File: config.mk
export PLATFORM = sky130hd
export DESIGN_NAME = io_port_ctrl_flat
export DESIGN_NICKNAME = d
export VERILOG_FILES = /design/src/rtl/io_port_ctrl_pkg.sv /design/src/rtl/io_port_ctrl_if.sv /design/src/rtl/io_port_ctrl_sync_fifo.sv /design/src/rtl/io_port_ctrl.sv /design/src/flat_wrapper.sv
export SDC_FILE = /design/constraint.sdc
export NUM_CORES = 1
export LEC_CHECK = 0
export CAP_MARGIN = 10
export CORE_MARGIN = 1.5
export CORE_UTILIZATION = 26
export CTS_CLUSTER_SIZE = 10
export DETAILED_ROUTE_END_ITERATION = 6
export MAX_ROUTING_LAYER = met4
export SLEW_MARGIN = 20
export SYNTH_ARGS = -nofsm -noshare
export SYNTH_HDL_FRONTEND = slang
export SYNTH_SLANG_ARGS = --single-unit
File: constraint.sdc
create_clock -name clk -period 2.9 [get_ports clk]
set_input_delay 0.58 -clock clk [delete_from_list [all_inputs] [get_ports clk]]
set_output_delay 0.58 -clock clk [all_outputs]
set_load 0.05 [all_outputs]
File: src/rtl/io_port_ctrl_pkg.sv
// Shared constants and interrupt FSM encoding for the I/O port controller.
package io_pkg;

  localparam int IO_W     = 16;
  localparam int IO_DEPTH = 4;

  typedef enum logic [1:0] {
    IDLE    = 2'd0,
    PULSE   = 2'd1,
    SERVICE = 2'd2
  } irq_state_e;

endpackage

File: src/rtl/io_port_ctrl_if.sv
// Core- and device-facing signals of the I/O port controller.
interface io_port_ctrl_if #(
  parameter int W = 16
);

  logic [W-1:0] out_port;
  logic         out_strobe;
  logic [W-1:0] in_port;
  logic         in_ack;
  logic         interrupt;
  logic         irq_done;
  logic [W-1:0] dev_out_data;
  logic         dev_out_valid;
  logic         dev_out_ready;
  logic [W-1:0] dev_in_data;
  logic         dev_in_valid;
  logic         dev_in_ready;
  logic         dev_irq;
  logic         ovf;
  logic         unf;

  modport slave (
    input  out_port, out_strobe, in_ack, irq_done,
    input  dev_out_ready, dev_in_data, dev_in_valid, dev_irq,
    output in_port, interrupt, dev_out_data, dev_out_valid, dev_in_ready, ovf, unf
  );

  modport master (
    output out_port, out_strobe, in_ack, irq_done,
    output dev_out_ready, dev_in_data, dev_in_valid, dev_irq,
    input  in_port, interrupt, dev_out_data, dev_out_valid, dev_in_ready, ovf, unf
  );

endinterface

File: src/rtl/io_port_ctrl_sync_fifo.sv
// Single-clock FIFO; head reads zero when empty, a push into a full FIFO
// is accepted only when a pop happens in the same cycle.
module sync_fifo
  import io_pkg::*;
#(
  parameter int W     = IO_W,
  parameter int DEPTH = IO_DEPTH
) (
  input  logic         clk,
  input  logic         rst,
  input  logic         push,
  input  logic [W-1:0] push_data,
  input  logic         pop,
  output logic [W-1:0] head,
  output logic         full,
  output logic         empty
);

  localparam int AW = $clog2(DEPTH);
  localparam int CW = AW + 1;

  logic [AW-1:0] rd_ptr_q, rd_ptr_d;
  logic [AW-1:0] wr_ptr_q, wr_ptr_d;
  logic [CW-1:0] count_q, count_d;
  logic [W-1:0]  mem_q [DEPTH];
  logic [W-1:0]  mem_d [DEPTH];
  logic          do_push;
  logic          do_pop;

  assign full    = (count_q == CW'(DEPTH));
  assign empty   = (count_q == '0);
  assign do_pop  = pop && !empty;
  assign do_push = push && (!full || do_pop);
  assign head    = empty ? '0 : mem_q[rd_ptr_q];

  always_comb begin
    mem_d    = mem_q;
    rd_ptr_d = rd_ptr_q;
    wr_ptr_d = wr_ptr_q;
    count_d  = count_q;
    if (do_push) begin
      mem_d[wr_ptr_q] = push_data;
      wr_ptr_d        = wr_ptr_q + AW'(1);
    end
    if (do_pop) begin
      rd_ptr_d = rd_ptr_q + AW'(1);
    end
    case ({do_push, do_pop})
      2'b10:   count_d = count_q + CW'(1);
      2'b01:   count_d = count_q - CW'(1);
      default: count_d = count_q;
    endcase
  end

  always_ff @(posedge clk) begin
    if (rst) begin
      rd_ptr_q <= '0;
      wr_ptr_q <= '0;
      count_q  <= '0;
    end else begin
      rd_ptr_q <= rd_ptr_d;
      wr_ptr_q <= wr_ptr_d;
      count_q  <= count_d;
    end
  end

  // Storage needs no reset: only entries behind a valid count are ever read.
  always_ff @(posedge clk) begin
    mem_q <= mem_d;
  end

endmodule

File: src/rtl/io_port_ctrl.sv
// I/O pin controller: output/input word FIFOs, sticky error flags and the
// device interrupt pulse generator.
//
//   state   | meaning
//   IDLE    | waiting for a 0->1 edge on dev_irq
//   PULSE   | interrupt high for this single cycle
//   SERVICE | handler running; edges ignored until irq_done
module io_port_ctrl
  import io_pkg::*;
#(
  parameter int W     = IO_W,
  parameter int DEPTH = IO_DEPTH
) (
  input  logic          clk,
  input  logic          rst,
  io_port_ctrl_if.slave bus
);

  irq_state_e state_q, state_d;
  logic       irq_prev_q, irq_prev_d;
  logic       ovf_q, ovf_d;
  logic       unf_q, unf_d;
  logic       out_full, out_empty;
  logic       in_full, in_empty;

  sync_fifo #(.W(W), .DEPTH(DEPTH)) u_out_fifo (
    .clk       (clk),
    .rst       (rst),
    .push      (bus.out_strobe),
    .push_data (bus.out_port),
    .pop       (bus.dev_out_ready),
    .head      (bus.dev_out_data),
    .full      (out_full),
    .empty     (out_empty)
  );

  sync_fifo #(.W(W), .DEPTH(DEPTH)) u_in_fifo (
    .clk       (clk),
    .rst       (rst),
    .push      (bus.dev_in_valid && !in_full),
    .push_data (bus.dev_in_data),
    .pop       (bus.in_ack),
    .head      (bus.in_port),
    .full      (in_full),
    .empty     (in_empty)
  );

  assign bus.dev_out_valid = !out_empty;
  assign bus.dev_in_ready  = !in_full;
  assign bus.interrupt     = (state_q == PULSE);
  assign bus.ovf           = ovf_q;
  assign bus.unf           = unf_q;

  always_comb begin
    state_d    = state_q;
    irq_prev_d = bus.dev_irq;
    // A full output FIFO is never empty, so ready alone means a pop frees a slot.
    ovf_d      = ovf_q | (bus.out_strobe && out_full && !bus.dev_out_ready);
    unf_d      = unf_q | (bus.in_ack && in_empty);
    case (state_q)
      IDLE:    if (bus.dev_irq && !irq_prev_q) state_d = PULSE;
      PULSE:   state_d = SERVICE;
      SERVICE: if (bus.irq_done) state_d = IDLE;
      default: state_d = IDLE;
    endcase
  end

  always_ff @(posedge clk) begin
    if (rst) begin
      state_q    <= IDLE;
      irq_prev_q <= 1'b0;
      ovf_q      <= 1'b0;
      unf_q      <= 1'b0;
    end else begin
      state_q    <= state_d;
      irq_prev_q <= irq_prev_d;
      ovf_q      <= ovf_d;
      unf_q      <= unf_d;
    end
  end

endmodule

File: src/flat_wrapper.sv
// flat-port wrapper written by rule: the top's interface ports become plain ports
module io_port_ctrl_flat import io_pkg::*;
#(
  parameter int W     = IO_W,
  parameter int DEPTH = IO_DEPTH
)
  (clk, rst, bus_out_port, bus_out_strobe, bus_in_ack, bus_irq_done, bus_dev_out_ready, bus_dev_in_data, bus_dev_in_valid, bus_dev_irq, bus_in_port, bus_interrupt, bus_dev_out_data, bus_dev_out_valid, bus_dev_in_ready, bus_ovf, bus_unf);
  io_port_ctrl_if #(.W(W)) bus_i ();
  input  logic clk;
  input  logic rst;
  input wire logic [$bits(bus_i.out_port)-1:0] bus_out_port;
  input wire logic [$bits(bus_i.out_strobe)-1:0] bus_out_strobe;
  input wire logic [$bits(bus_i.in_ack)-1:0] bus_in_ack;
  input wire logic [$bits(bus_i.irq_done)-1:0] bus_irq_done;
  input wire logic [$bits(bus_i.dev_out_ready)-1:0] bus_dev_out_ready;
  input wire logic [$bits(bus_i.dev_in_data)-1:0] bus_dev_in_data;
  input wire logic [$bits(bus_i.dev_in_valid)-1:0] bus_dev_in_valid;
  input wire logic [$bits(bus_i.dev_irq)-1:0] bus_dev_irq;
  output wire logic [$bits(bus_i.in_port)-1:0] bus_in_port;
  output wire logic [$bits(bus_i.interrupt)-1:0] bus_interrupt;
  output wire logic [$bits(bus_i.dev_out_data)-1:0] bus_dev_out_data;
  output wire logic [$bits(bus_i.dev_out_valid)-1:0] bus_dev_out_valid;
  output wire logic [$bits(bus_i.dev_in_ready)-1:0] bus_dev_in_ready;
  output wire logic [$bits(bus_i.ovf)-1:0] bus_ovf;
  output wire logic [$bits(bus_i.unf)-1:0] bus_unf;
  assign bus_i.out_port = bus_out_port;
  assign bus_i.out_strobe = bus_out_strobe;
  assign bus_i.in_ack = bus_in_ack;
  assign bus_i.irq_done = bus_irq_done;
  assign bus_i.dev_out_ready = bus_dev_out_ready;
  assign bus_i.dev_in_data = bus_dev_in_data;
  assign bus_i.dev_in_valid = bus_dev_in_valid;
  assign bus_i.dev_irq = bus_dev_irq;
  assign bus_in_port = bus_i.in_port;
  assign bus_interrupt = bus_i.interrupt;
  assign bus_dev_out_data = bus_i.dev_out_data;
  assign bus_dev_out_valid = bus_i.dev_out_valid;
  assign bus_dev_in_ready = bus_i.dev_in_ready;
  assign bus_ovf = bus_i.ovf;
  assign bus_unf = bus_i.unf;
  io_port_ctrl #(.W(W), .DEPTH(DEPTH)) u_core (.clk(clk), .rst(rst), .bus(bus_i));
endmodule
# == Word-level counts from Yosys, hierarchy flattened ==
# Index checks and enable logic that the tools add are counted.
# totals
reg_bits,147
in_bits,40
wordCells,92
output_inout_bits,37
# classes
eq_ne,10
addsub,8
n_lt_le_gt_ge,6
n_bitwise,6
n_reduce_logical,25
mux,19
# ops
op,count
64-bit bitwise mux,2
16-bit two-way mux,8
16-bit binary-select mux with 2-bit select,2
16-bit demux with 2-bit select,2
"3-bit >= comparator, second input constant",4
2-bit NOT with 3-bit output,4
3-bit one-hot mux with 2 select lines,2
1-bit logical AND,11
"2-bit by 1-bit adder with 2-bit output, second input constant",4
"3-bit by 1-bit adder with 3-bit output, second input constant",2
"2-bit by 1-bit == test with 1-bit output, second input constant",3
"2-bit == test, second input constant",3
"3-bit == test, second input constant",2
1-bit logical NOT,6
3-bit logical NOT,2
"3-bit by 1-bit less-than comparator with 1-bit output, second input constant",2
2-bit one-hot mux with 3 select lines,1
"3-bit by 1-bit subtractor with 3-bit output, second input constant",2
2-bit two-way mux,2
2-bit nonzero test,2
2-bit logical NOT,1
1-bit logical OR,2
"2-bit by 1-bit inequality test with 1-bit output, second input constant",1
"2-bit inequality test, second input constant",1
other kinds (2),3

# == Logic depth before layout (Yosys ltp) ==
# depth
ltp_word,7
depth_mapped,9
ltp_nobuf,9

# == By module ==
# A second synthesis with hierarchy kept.
# unflattened
hier_cells,324
area_unflattened_um2,6013.3
# by_module_without_submodules
mod,cells_each,area_per_inst_um2,seq_area_each_um2,n_inst
sync_fifo,153,2916.5,2062.0,2
io_port_ctrl,18,180.2,100.1,1

# == Least setup slack after synthesis ==
# No wires, ideal clock.
# synth_timing
kind,input to register
from,input bus_dev_out_ready
to,register u_core.u_out_fifo.count_q[2]
setup_time_ps,70
path_stages,9
n_path_buf,0
t_arrival_ps,2158
slack_ps,672
required_ps,2830
cell_sequence,nor4b_2 > nor2b_2 > inv_2 > ha_1 > inv_1 > fa_1 > xor2_1 > or3_1 > a21oi_1
# synth_between
elab_chain_len,5
elab_cells_between_ends,7
cone_classes,eq/ne (2); mux (1); reduce/logical (4)
# synth_lines
item,line,source
start: declaration,flat_wrapper.sv:15,input wire logic [$bits(bus_i.dev_out_ready)-1:0] bus_dev_out_ready;
1-bit logical AND *,io_port_ctrl_sync_fifo.sv:32,assign do_pop = pop && !empty;
1-bit logical OR,io_port_ctrl_sync_fifo.sv:33,assign do_push = push && (!full || do_pop);
1-bit logical AND,io_port_ctrl_sync_fifo.sv:33,
2-bit by 1-bit == test with 1-bit output / 2-bit == test (equally long branches),io_port_ctrl_sync_fifo.sv:48,"case ({do_push, do_pop})"
3-bit one-hot mux with 2 select lines / 2-bit nonzero test (equally long branches),-,
end signal: assignment,io_port_ctrl_sync_fifo.sv:63,count_q <= count_d;
end: declaration,io_port_ctrl_sync_fifo.sv:24,"logic [CW-1:0] count_q, count_d;"
# Every way passes the cells marked *; elsewhere a longest branch is shown, timed or not.
# A chain may end at the register's enable or synchronous reset.

# == Final worst setup path ==
# layout_timing
from,register u_core.u_out_fifo.rd_ptr_q[0]
to,output bus_dev_out_data[0]
# layout_between
elab_chain_len,5
# layout_lines
item,line,source
start: declaration,io_port_ctrl_sync_fifo.sv:22,"logic [AW-1:0] rd_ptr_q, rd_ptr_d;"
start signal: assignment,io_port_ctrl_sync_fifo.sv:61,rd_ptr_q <= rd_ptr_d;
2-bit NOT with 3-bit output (not written as such),io_port_ctrl_sync_fifo.sv:34,assign head = empty ? '0 : mem_q[rd_ptr_q];
16-bit binary-select mux with 2-bit select,io_port_ctrl_sync_fifo.sv:34,
16-bit two-way mux (not written as such) (2 in series),io_port_ctrl_sync_fifo.sv:34,
16-bit two-way mux,io_port_ctrl_sync_fifo.sv:34,
end: declaration,flat_wrapper.sv:21,output wire logic [$bits(bus_i.dev_out_data)-1:0] bus_dev_out_data;
# No other way between the ends. The select of a mux whose other input is x is not followed.

==> qor.txt <==
Ys async rst share -> 0
Critical path capture point type -> output pin
Worst Hold Class -> reg -> reg
Syn nets -> 371
Synth top area share -> 0.637
Fin crit share -> 0.910
Initial DRC count -> 164
First-pass GRT wire length -> 18200 µm
Area grow syn2layout -> 26.4%
Clk slew on worst S/H paths -> 0.06 ns
Setup tns final -> 0 ns
Max-slew headroom -> 0.436
#FFs+latches synth -> 147
Combinational family with the most area after synthesis -> multiplexers
Core footprint -> 0.0227 mm²
Worst path cell trace -> buf_4, mux4_2, nor2b_1, buf_4
Hold Fails Final Rpt -> 0
Max frequency -> 379 MHz
CTS Hold Bufs -> 0
Warnings, synthesis -> 0
Area leader, netlist -> edfxtp_1
Total grt overflow -> 0
DRC -> 0
Total number of vias -> 3022
Placer congestion estimate -> 0.736
Clk buf depth -> 2
Final setup margin -> 0.260 ns
Simple logic cell fraction of the synthesized area -> 0.0940
Worst hold margin -> 0.426 ns
Worst Setup EP -> bus_dev_out_data[0]
Post-CTS Setup Inserts -> 0
Via density per instance -> 4.24
Reg2Reg Capture Point -> u_core.u_out_fifo.count_q[2]
Clock Skews -> 0.0118 ns
Complex-gate fraction of the synthesized area -> 0.0151
Slew @ Worst Pin -> 0.845 ns
Synthesized area -> 0.00603 mm²
R2R setup slack -> 0.68 ns
Worst Setup SP -> u_core.u_out_fifo.rd_ptr_q[0]
Category of the worst setup path launch point -> register
H-tree levels -> 4
Initial DRT Pass Iterations -> 4
Synth top area cells -> edfxtp_1 (64%), mux4_2 (12%), dfxtp_1 (6.3%)
DIE AREA -> 0.0241 mm²
R2R Path Start -> u_core.u_out_fifo.count_q[0]
Synth Area in XOR/XNOR -> 0.00871
Syn Area/Cell -> 18.9 µm²
Area of placed instances -> 0.00706 mm²
Port Buf Inserts -> 76
Worst Path Required -> 2.32 ns
Diode count -> 0
Detailed Place HPWL -> 7410 µm
TritonCTS clock tree -> yes
Final setup viols -> 0
CP max FO -> 16
Pre-CTS setup slack -> 0.0442 ns
Starting Density -> 0.266
PwrDens -> 1000 mW/mm²
Initial antenna violation count -> 0
Layout Nets -> 467
Proportion of layout cells with a drive suffix above 1 -> 0.306
Worst vdd ir -> 0.632 mV
Top_reg_cell synth -> edfxtp_1
CP dominant cell by count -> buf_4
Static leakage -> 2.62 nW
CTS Buf Count -> 17
EDFF count, synth -> 128
# rows -> 55
Root Driver -> clkbuf_16
Area of the multi-input gates -> 0.00165 mm²
Final instance area -> 0.00762 mm²
Fin crit period -> 2.64 ns
RSZ-0062 raised after global routing -> false
Remaining antenna violation count -> 0
Global Route Usage Sum -> 0.106
Register-to-Register Path Depth -> 9
Crit-path max cell delay -> 0.54 ns
Power Total -> 7.62 mW
Routed WL -> 11500 µm
Post-Syn Instances -> 319
Die Wd -> 155 µm
Clk Latency, worst-skew pair -> 0.43 ns
Cts repair resizes -> 0
Number of max-cap violations -> 0
Seq/Total Area, Yosys -> 0.700
Total area of sequential cells -> 0.00422 mm²
Die height -> 155 µm
Largest net degree at the start of global routing -> 19
Adder-cell share of the synthesized area -> 0.0274
CTS Sinks -> 147
Yosys cell types -> 30
Crit path max-delay cell type -> mux4_2
I/O pins -> 77
Wire per inst -> 16.1 µm
Max Transition Viols Final -> 0
Critical path arrival -> 2.06 ns
Vias in the first global route -> 3300
Multiplexer share of the synthesized area -> 0.127
Status -> completed
Setup Crit Path Kind -> reg -> out
Fill count -> 2161
where the power goes:
group | switching [mW] | leakage (nW) | total (mW) | internal, mW
registers | 0.113 | 1.33 | 2.64 | 2.53
logic | 1.81 | 1.01 | 2.90 | 1.10
clock network | 0.948 | 0.276 | 2.08 | 1.13
synth_stat cells (6+ instances only):
| cell type | count |
|---|---|
| nor2b_1 | 18 |
| nor2_1 | 17 |
| a21oi_1 | 9 |
| xor2_1 | 6 |
| dfxtp_1 | 19 |
| inv_1 | 14 |
| and2_1 | 8 |
| edfxtp_1 | 128 |
| mux4_2 | 32 |
| nor2b_4 | 16 |
| ha_1 | 10 |
sequential cells by signal, indices dropped and copies added, names as in the netlist, 2 cells and up:
| register | flops |
|---|---|
| u_core.state_q | 2 |
| u_core.u_in_fifo.count_q | 3 |
| u_core.u_in_fifo.mem_q | 64 |
| u_core.u_in_fifo.rd_ptr_q | 2 |
| u_core.u_in_fifo.wr_ptr_q | 2 |
| u_core.u_out_fifo.count_q | 3 |
| u_core.u_out_fifo.mem_q | 64 |
| u_core.u_out_fifo.rd_ptr_q | 2 |
| u_core.u_out_fifo.wr_ptr_q | 2 |
cell families (layout without fill, tap and decap cells):
| group | after synthesis | count (layout) |
|---|---|---|
| muxes | 36 | 36 |
| AOI/OAI and AO/OA | 16 | 16 |
| xor gates and xnor gates | 6 | 6 |
| buffers and inverters | 27 | 136 |
| and+or+nand+nor | 75 | 75 |
| DFF | 147 | 147 |
| adders and majority gates | 12 | 12 |
layout by cell type, fill, tap and decap left out, types with 2 or more instances in the layout:
cell type and n:
dfxtp_1 19, clkbuf_16 17, inv_1 14, o21ai_0 4, clkdlybuf4s50_1 44, nand2b_1 4, mux4_2 32, and2_1 8
mux2_1 2, buf_4 45, nor3_4 2, nor2_1 17, nor2b_1 18, a21oi_1 9, fa_1 2, inv_8 3
or3_1 4, clkinv_4 4, nor2b_4 16, xor2_1 6, o31ai_1 2, nand2_1 3, edfxtp_1 128, ha_1 10
inv_6 7, mux2i_1 2
per-layer routing:
metal / track usage / wire, µm
met2: 0.171 / 5760
met3: 0.0376 / 650
met1: 0.121 / 4910
met4: 0.0435 / 146
met5: - / 0
worst max-delay path, delay by kind of cell, from the launching register on:
kind	cells	cell delay, ns
mux	1	0.54
buf+inv	2	0.55
flops	1	0.38
simple gates	1	0.16
area by class of cell:
type,instances,share of cell area
clock buffers,17,0.0558
clock inverters,15,0.0181
repair buffers,89,0.102
inverters,15,0.00739
flip-flops and latches,147,0.554
multi-input cells,145,0.216
well taps,285,0.0468
per-stage QoR:
| stage | std cells | utilization |
|---|---|---|
| after floorplan | 319 | - |
| after global placement | 681 | 0.311 |
| after detailed placement | 681 | 0.311 |
| after CTS | 713 | 0.336 |
| after global routing | 713 | 0.336 |
| final | 713 | 0.336 |
worst min-delay path by stage:
| stage | start | end | cells past startpoint |
|---|---|---|---|
| 5_1_grt | u_core.irq_prev_q | u_core.state_q[0] | 1 |
| 6_report | u_core.irq_prev_q | u_core.state_q[0] | 1 |
| 2_1_floorplan | u_core.irq_prev_q | u_core.state_q[0] | 1 |
| 3_5_place_dp | u_core.irq_prev_q | u_core.state_q[0] | 1 |
| 3_3_place_gp | u_core.irq_prev_q | u_core.state_q[0] | 1 |
| 4_1_cts | u_core.irq_prev_q | u_core.state_q[0] | 1 |
Power figures use the tool's default switching activity.
